==> src/rtl/fpadd_arbiter_if.sv <==
// Bundle of the two issue ports, the two response ports and the shared
// FP adder port, plus the busy flag.
interface fpadd_arbiter_if;
    logic        req0_valid;
    logic        req0_ready;
    logic [1:0]  req0_op;
    logic [63:0] req0_a;
    logic [63:0] req0_b;
    logic        req1_valid;
    logic        req1_ready;
    logic [1:0]  req1_op;
    logic [63:0] req1_a;
    logic [63:0] req1_b;
    logic        rsp0_valid;
    logic        rsp0_ready;
    logic [63:0] rsp0_data;
    logic        rsp0_err;
    logic        rsp1_valid;
    logic        rsp1_ready;
    logic [63:0] rsp1_data;
    logic        rsp1_err;
    logic [1:0]  fpa_enabler;
    logic [63:0] fpa_a;
    logic [63:0] fpa_b;
    logic        fpa_start;
    logic [63:0] fpa_sum;
    logic        fpa_ready;
    logic        busy;

    modport slave (
        input  req0_valid, req0_op, req0_a, req0_b,
        input  req1_valid, req1_op, req1_a, req1_b,
        input  rsp0_ready, rsp1_ready, fpa_sum, fpa_ready,
        output req0_ready, req1_ready,
        output rsp0_valid, rsp0_data, rsp0_err,
        output rsp1_valid, rsp1_data, rsp1_err,
        output fpa_enabler, fpa_a, fpa_b, fpa_start, busy
    );

    modport master (
        output req0_valid, req0_op, req0_a, req0_b,
        output req1_valid, req1_op, req1_a, req1_b,
        output rsp0_ready, rsp1_ready, fpa_sum, fpa_ready,
        input  req0_ready, req1_ready,
        input  rsp0_valid, rsp0_data, rsp0_err,
        input  rsp1_valid, rsp1_data, rsp1_err,
        input  fpa_enabler, fpa_a, fpa_b, fpa_start, busy
    );
endinterface

==> src/rtl/fpadd_arbiter.sv <==
// Round-robin controller sharing one multi-cycle FP64 adder between two
// requesters, with completion timeout and per-requester responses.
module fpadd_arbiter #(
    parameter int          TIMEOUT = 16,
    parameter logic [63:0] NAN_VAL = 64'h7FF8000000000000
) (
    input logic            clk,
    input logic            rst_n,
    fpadd_arbiter_if.slave bus
);
    localparam int            CW   = (TIMEOUT > 1) ? $clog2(TIMEOUT) : 1;
    localparam logic [CW-1:0] LAST = CW'(TIMEOUT - 1);

    typedef enum logic [1:0] {IDLE, ISSUE, WAIT, RESP} state_t;

    state_t        r_state;
    logic          r_last;
    logic          r_gnt;
    logic          r_start;
    logic          r_rsp_valid;
    logic          r_err;
    logic [63:0]   r_a;
    logic [63:0]   r_b;
    logic [63:0]   r_data;
    logic [CW-1:0] r_cnt;

    logic        w_idle;
    logic        w_gnt0;
    logic        w_gnt1;
    logic        w_acc;
    logic        w_rsp_rdy;
    logic [1:0]  w_op;
    logic [63:0] w_a;
    logic [63:0] w_b;

    // r_last names the previous winner, so the other side wins a tie
    assign w_idle = rst_n && (r_state == IDLE);
    assign w_gnt0 = w_idle && bus.req0_valid
                    && (!bus.req1_valid || r_last);
    assign w_gnt1 = w_idle && bus.req1_valid
                    && (!bus.req0_valid || !r_last);
    assign w_acc  = w_gnt0 || w_gnt1;

    assign w_op      = w_gnt1 ? bus.req1_op : bus.req0_op;
    assign w_a       = w_gnt1 ? bus.req1_a  : bus.req0_a;
    assign w_b       = w_gnt1 ? bus.req1_b  : bus.req0_b;
    assign w_rsp_rdy = r_gnt ? bus.rsp1_ready : bus.rsp0_ready;

    always_ff @(posedge clk or negedge rst_n) begin
        if (!rst_n) begin
            r_state     <= IDLE;
            r_last      <= 1'b1;
            r_gnt       <= 1'b0;
            r_start     <= 1'b0;
            r_rsp_valid <= 1'b0;
            r_err       <= 1'b0;
            r_a         <= '0;
            r_b         <= '0;
            r_data      <= '0;
            r_cnt       <= '0;
        end else begin
            r_start <= 1'b0;
            unique case (r_state)
                IDLE: begin
                    if (w_acc) begin
                        r_gnt  <= w_gnt1;
                        r_last <= w_gnt1;
                        if (w_op[1]) begin
                            r_data      <= '0;
                            r_err       <= 1'b1;
                            r_rsp_valid <= 1'b1;
                            r_state     <= RESP;
                        end else begin
                            // subtraction is an add of the negated operand
                            r_a     <= w_a;
                            r_b     <= {w_b[63] ^ w_op[0], w_b[62:0]};
                            r_start <= 1'b1;
                            r_state <= ISSUE;
                        end
                    end
                end
                ISSUE: begin
                    r_cnt   <= '0;
                    r_state <= WAIT;
                end
                WAIT: begin
                    if (bus.fpa_ready) begin
                        r_data      <= bus.fpa_sum;
                        r_err       <= 1'b0;
                        r_rsp_valid <= 1'b1;
                        r_state     <= RESP;
                    end else if (r_cnt == LAST) begin
                        r_data      <= NAN_VAL;
                        r_err       <= 1'b1;
                        r_rsp_valid <= 1'b1;
                        r_state     <= RESP;
                    end else begin
                        r_cnt <= r_cnt + 1'b1;
                    end
                end
                RESP: begin
                    if (w_rsp_rdy) begin
                        r_rsp_valid <= 1'b0;
                        r_err       <= 1'b0;
                        r_state     <= IDLE;
                    end
                end
            endcase
        end
    end

    assign bus.req0_ready  = w_gnt0;
    assign bus.req1_ready  = w_gnt1;
    assign bus.rsp0_valid  = r_rsp_valid && !r_gnt;
    assign bus.rsp1_valid  = r_rsp_valid && r_gnt;
    assign bus.rsp0_data   = r_data;
    assign bus.rsp1_data   = r_data;
    assign bus.rsp0_err    = r_err && !r_gnt;
    assign bus.rsp1_err    = r_err && r_gnt;
    assign bus.fpa_enabler = 2'b00;
    assign bus.fpa_a       = r_a;
    assign bus.fpa_b       = r_b;
    assign bus.fpa_start   = r_start;
    assign bus.busy        = (r_state != IDLE);
endmodule

==> src/flat_wrapper.sv <==
// flat-port wrapper written by rule: the top's interface ports become plain ports
module fpadd_arbiter_flat 
#(
    parameter int          TIMEOUT = 16,
    parameter logic [63:0] NAN_VAL = 64'h7FF8000000000000
)
  (clk, rst_n, bus_req0_valid, bus_req0_op, bus_req0_a, bus_req0_b, bus_req1_valid, bus_req1_op, bus_req1_a, bus_req1_b, bus_rsp0_ready, bus_rsp1_ready, bus_fpa_sum, bus_fpa_ready, bus_req0_ready, bus_req1_ready, bus_rsp0_valid, bus_rsp0_data, bus_rsp0_err, bus_rsp1_valid, bus_rsp1_data, bus_rsp1_err, bus_fpa_enabler, bus_fpa_a, bus_fpa_b, bus_fpa_start, bus_busy);
  fpadd_arbiter_if bus_i ();
  input logic clk;
  input logic rst_n;
  input wire logic [$bits(bus_i.req0_valid)-1:0] bus_req0_valid;
  input wire logic [$bits(bus_i.req0_op)-1:0] bus_req0_op;
  input wire logic [$bits(bus_i.req0_a)-1:0] bus_req0_a;
  input wire logic [$bits(bus_i.req0_b)-1:0] bus_req0_b;
  input wire logic [$bits(bus_i.req1_valid)-1:0] bus_req1_valid;
  input wire logic [$bits(bus_i.req1_op)-1:0] bus_req1_op;
  input wire logic [$bits(bus_i.req1_a)-1:0] bus_req1_a;
  input wire logic [$bits(bus_i.req1_b)-1:0] bus_req1_b;
  input wire logic [$bits(bus_i.rsp0_ready)-1:0] bus_rsp0_ready;
  input wire logic [$bits(bus_i.rsp1_ready)-1:0] bus_rsp1_ready;
  input wire logic [$bits(bus_i.fpa_sum)-1:0] bus_fpa_sum;
  input wire logic [$bits(bus_i.fpa_ready)-1:0] bus_fpa_ready;
  output wire logic [$bits(bus_i.req0_ready)-1:0] bus_req0_ready;
  output wire logic [$bits(bus_i.req1_ready)-1:0] bus_req1_ready;
  output wire logic [$bits(bus_i.rsp0_valid)-1:0] bus_rsp0_valid;
  output wire logic [$bits(bus_i.rsp0_data)-1:0] bus_rsp0_data;
  output wire logic [$bits(bus_i.rsp0_err)-1:0] bus_rsp0_err;
  output wire logic [$bits(bus_i.rsp1_valid)-1:0] bus_rsp1_valid;
  output wire logic [$bits(bus_i.rsp1_data)-1:0] bus_rsp1_data;
  output wire logic [$bits(bus_i.rsp1_err)-1:0] bus_rsp1_err;
  output wire logic [$bits(bus_i.fpa_enabler)-1:0] bus_fpa_enabler;
  output wire logic [$bits(bus_i.fpa_a)-1:0] bus_fpa_a;
  output wire logic [$bits(bus_i.fpa_b)-1:0] bus_fpa_b;
  output wire logic [$bits(bus_i.fpa_start)-1:0] bus_fpa_start;
  output wire logic [$bits(bus_i.busy)-1:0] bus_busy;
  assign bus_i.req0_valid = bus_req0_valid;
  assign bus_i.req0_op = bus_req0_op;
  assign bus_i.req0_a = bus_req0_a;
  assign bus_i.req0_b = bus_req0_b;
  assign bus_i.req1_valid = bus_req1_valid;
  assign bus_i.req1_op = bus_req1_op;
  assign bus_i.req1_a = bus_req1_a;
  assign bus_i.req1_b = bus_req1_b;
  assign bus_i.rsp0_ready = bus_rsp0_ready;
  assign bus_i.rsp1_ready = bus_rsp1_ready;
  assign bus_i.fpa_sum = bus_fpa_sum;
  assign bus_i.fpa_ready = bus_fpa_ready;
  assign bus_req0_ready = bus_i.req0_ready;
  assign bus_req1_ready = bus_i.req1_ready;
  assign bus_rsp0_valid = bus_i.rsp0_valid;
  assign bus_rsp0_data = bus_i.rsp0_data;
  assign bus_rsp0_err = bus_i.rsp0_err;
  assign bus_rsp1_valid = bus_i.rsp1_valid;
  assign bus_rsp1_data = bus_i.rsp1_data;
  assign bus_rsp1_err = bus_i.rsp1_err;
  assign bus_fpa_enabler = bus_i.fpa_enabler;
  assign bus_fpa_a = bus_i.fpa_a;
  assign bus_fpa_b = bus_i.fpa_b;
  assign bus_fpa_start = bus_i.fpa_start;
  assign bus_busy = bus_i.busy;
  fpadd_arbiter #(.TIMEOUT(TIMEOUT), .NAN_VAL(NAN_VAL)) u_core (.clk(clk), .rst_n(rst_n), .bus(bus_i));
endmodule
==> config.mk <==
export PLATFORM = sky130hd
export DESIGN_NAME = fpadd_arbiter_flat
export DESIGN_NICKNAME = d
export VERILOG_FILES = /design/src/rtl/fpadd_arbiter_if.sv /design/src/rtl/fpadd_arbiter.sv /design/src/flat_wrapper.sv
export SDC_FILE = /design/constraint.sdc
export NUM_CORES = 1
export LEC_CHECK = 0
export ABC_AREA = 1
export CAP_MARGIN = 40
export CORE_AREA = 4 4 230 232
export CTS_BUF_LIST = sky130_fd_sc_hd__clkbuf_8
export CTS_CLUSTER_DIAMETER = 200
export DETAILED_ROUTE_END_ITERATION = 8
export DIE_AREA = 0 0 234 236
export GPL_TIMING_DRIVEN = 1
export SYNTH_ARGS = -nofsm -noshare
export SYNTH_HDL_FRONTEND = slang
export SYNTH_SLANG_ARGS = --single-unit
==> constraint.sdc <==
create_clock -name clk -period 1.9 [get_ports clk]
set_input_delay 0.38 -clock clk [delete_from_list [all_inputs] [get_ports clk]]
set_output_delay 0.38 -clock clk [all_outputs]
set_load 0.02 [all_outputs]
==> results.cfg <==
[status]
status = finished, violations left
violations = setup timing

[cells_and_area]
drive_gt1_frac = 0.09180
stdcell_count = 2826
syn2layout_area_growth_pct = 72.47
antenna_cells = 0
nets = 2459

[drt]
via_per_inst = 4.119
drtIter0Drc = 459
first_pass_iters = 5
via_count = 11641
drt_wl_total_um = 45910
ant_nets = 0
drc = 0
routedWlPerCell_um = 16.24

[power]
clockPowerShare = 0.167
p_leak_nw = 10.38
p_seq_frac = 0.282
p_int_mw = 14.46
p_comb_frac = 0.551
powerDensity_nw_per_um2 = 1433
switchingPower_mw = 11.94
ir_drop_mv = 0.8489
swShare = 0.4523

[critical_path]
start_kind = flip-flop
end_kind = output port
cp.arrival_ps = 1650
path_common_cell = nand2_4
cp.required_ps = 1520
path_max_fanout = 4
critPathMaxStageDelay_ps = 390
path_class = reg2out
cp.buffers_inverters = 3
path_cells = inv_2 -> ha_4 -> nand2_4 -> nor2_4 -> nand2_4 -> inv_4 -> buf_6
path_delay_family = flip-flops
slowest_stage = dfrtp_1

[job]
maxCapViolCount = 0

[placed_design]
gp_congestion = 0.8663
place_inst = 2729
dp_hpwl_um = 33470
portBuffers = 594

[sta]
timing.final.ws_setup_ps = -134.4
skew_ps = 35.52
finalCritPeriodShare = 1.071
worst_pin_slew_ps = 633.5
hold_viol = 0
hold_ws_ps = 326.1
fin_crit_ps = 2034
fmax_mhz = 491.6
finalSetupViolCount = 100
report.final.slew_viol_count = 0
slew_headroom = 0.5777
rsz0062_at_grt = true

[floorplanning]
fp.dieW_um = 234
row_count = 83
initial_core_util = 0.2095
die_area_um2 = 55220
core_um2 = 50990
io_pins = 597
die-height_um = 236

[logic_synthesis]
syn_inst = 1534
synth.top_cell.area_share = 0.4733
synth_edf_count = 0
yosys_register_bits = 203
synthArstFlopShare = 1.000
yosys-top-cells-count = nand2_1 (917), dfrtp_1 (202), inv_1 (83)
synth_area_um2 = 10680
yosys.area.top_type = dfrtp_1
avgSynthCellArea_um2 = 6.962
synthFlopType = dfrtp_1
synth.top_cells.by_area = dfrtp_1 (47%), nand2_1 (32%), buf_4 (5.8%)
synth.distinct_cells = 24
ys_seq_area_frac = 0.4757
synth.most_common_cell = nand2_1
yosysWarnings = 0

[global_routing]
antenna_found_initial = 4
track_usage = 0.1501
grt_start_max_net_pins = 96
grt_overflow = 0
grt_pass1_vias = 11650
grt_pass1_wl_um = 65530

[worst_hold_path]
min_path_type = in2reg

[clock_network]
clk_latency_ps = 580
cts_tree = built
clk_path_buf_depth = 3
cts_inserted_buffers = 40
clk_pin_slew_ps = 70
h-tree-depth = 2
cts.sinks = 203
cts-root-buf = clkbuf_8
[tightest hold or removal path, cell delays in order]
cell,delay [ps]
clkbuf_8,150
nand3_4,100
buf_4,120
nand3_1,70
nand2_1,50
[flip-flops by register name (all words and copies together), names as in the netlist]
name                  count
u_core.r_err              1
u_core.r_gnt              1
u_core.r_rsp_valid        1
u_core.r_cnt              4
u_core.r_last             1
u_core.bus.rsp0_data     64
u_core.bus.fpa_a         64
u_core.bus.fpa_b         64
u_core.bus.fpa_start      1
u_core.r_state            2
[stage by stage]
step | total power, mW | util | cell area, µm² | setup slack [ps] | TNS, ps
after CTS | 25.37 | 0.3494 | 17810 | -196.4 | -379.9
after floorplan | 15.09 | - | 10680 | 67.34 | 0
after global routing | 28.25 | 0.3612 | 18420 | -254.7 | -22100
final | 26.40 | 0.3612 | 18420 | -134.4 | -2826
after detailed placement | 22.39 | 0.3392 | 17300 | -321.9 | -41040
after global placement | 22.25 | 0.3392 | 17300 | -322.0 | -34920
[logic make-up after synthesis]
group,synth area share
XOR/XNOR,0.001640
other,0.0003511
AND/OR/NAND/NOR,0.3867
flip-flops,0.4758
buffers and inverters,0.1166
AO/OA/AOI/OAI,0.01195
adder cells (fa/ha/maj),0.007029
[power groups by stage]
stage	clock network, mW	logic (mW)	registers [mW]
after detailed placement	0	14.9	7.54
final	4.41	14.6	7.44
after floorplan	0	5.59	9.50
after global placement	0	14.8	7.49
after global routing	4.78	15.8	7.68
after CTS	4.59	13.3	7.45
[timing repair]
action,CTS,global route
cloned,0,16
hold buffers,1,0
gates resized for setup,296,42
buffers inserted,3,11
pin swaps,3,6
endpoints found under the setup margin,448,196
endpoints found under the hold margin,23,0
[path summary, 6_finish.rpt]
check,startpoint,endpoint,slack [ps],cells past startpoint
min in group asynchronous,rst_n,u_core.bus.fpa_b[50]$_DFFE_PN0P_,470,3
min reg2reg,u_core.bus.fpa_b[62]$_DFFE_PN0P_,u_core.bus.fpa_b[62]$_DFFE_PN0P_,470,2
max reg2reg,u_core.r_state[1]$_DFFE_PN0P_,u_core.bus.rsp0_data[21]$_DFFE_PN0P_,-70,13
max in group asynchronous,rst_n,u_core.bus.rsp0_data[37]$_DFFE_PN0P_,600,4
max,u_core.r_state[1]$_DFFE_PN0P_,bus_req1_ready,-130,7
min,rst_n,u_core.r_gnt$_DFFE_PN0P_,330,5
[layout make-up]
type                            instances  area (µm²)
Fill cell                            5404       32570
Clock buffer                           49       674.4
Inverter                               85       334.1
Timing Repair Buffer                  693        6877
Tap cell                              680       850.8
Clock inverter                         17       102.6
Sequential cell                       203        5082
Multi-Input combinational cell       1098        4491
Timing Repair inverter                  1       8.758
[metal layers]
layer | vias to the layer above | GRT usage | wire length [µm]
met3 | 85 | 0.05640 | 4344
met2 | 495 | 0.2683 | 23250
met1 | 5344 | 0.1612 | 16620
met5 | - | 0 | 51
met4 | 8 | 0.05275 | 1640
li1 | 5709 | - | -
[layout by cell type (no fill, tap or decap), types with 3 or more instances in the layout]
master           instances
clkbuf_16               10
o21ai_0                  9
buf_4                   57
nand3_1                 68
nand3_4                  3
a21oi_1                 14
nand2_2                 11
ha_1                     4
nand2_1                907
nor2_1                  58
clkinv_2                 3
dfrtp_1                201
buf_12                  13
nor2_2                   3
buf_6                   14
buf_16                   5
inv_1                   92
clkdlybuf4s50_1        329
dlygate4sd2_1          256
buf_8                    3
clkdlybuf4s15_2          3
clkbuf_8                50
Power figures use the tool's default switching activity.
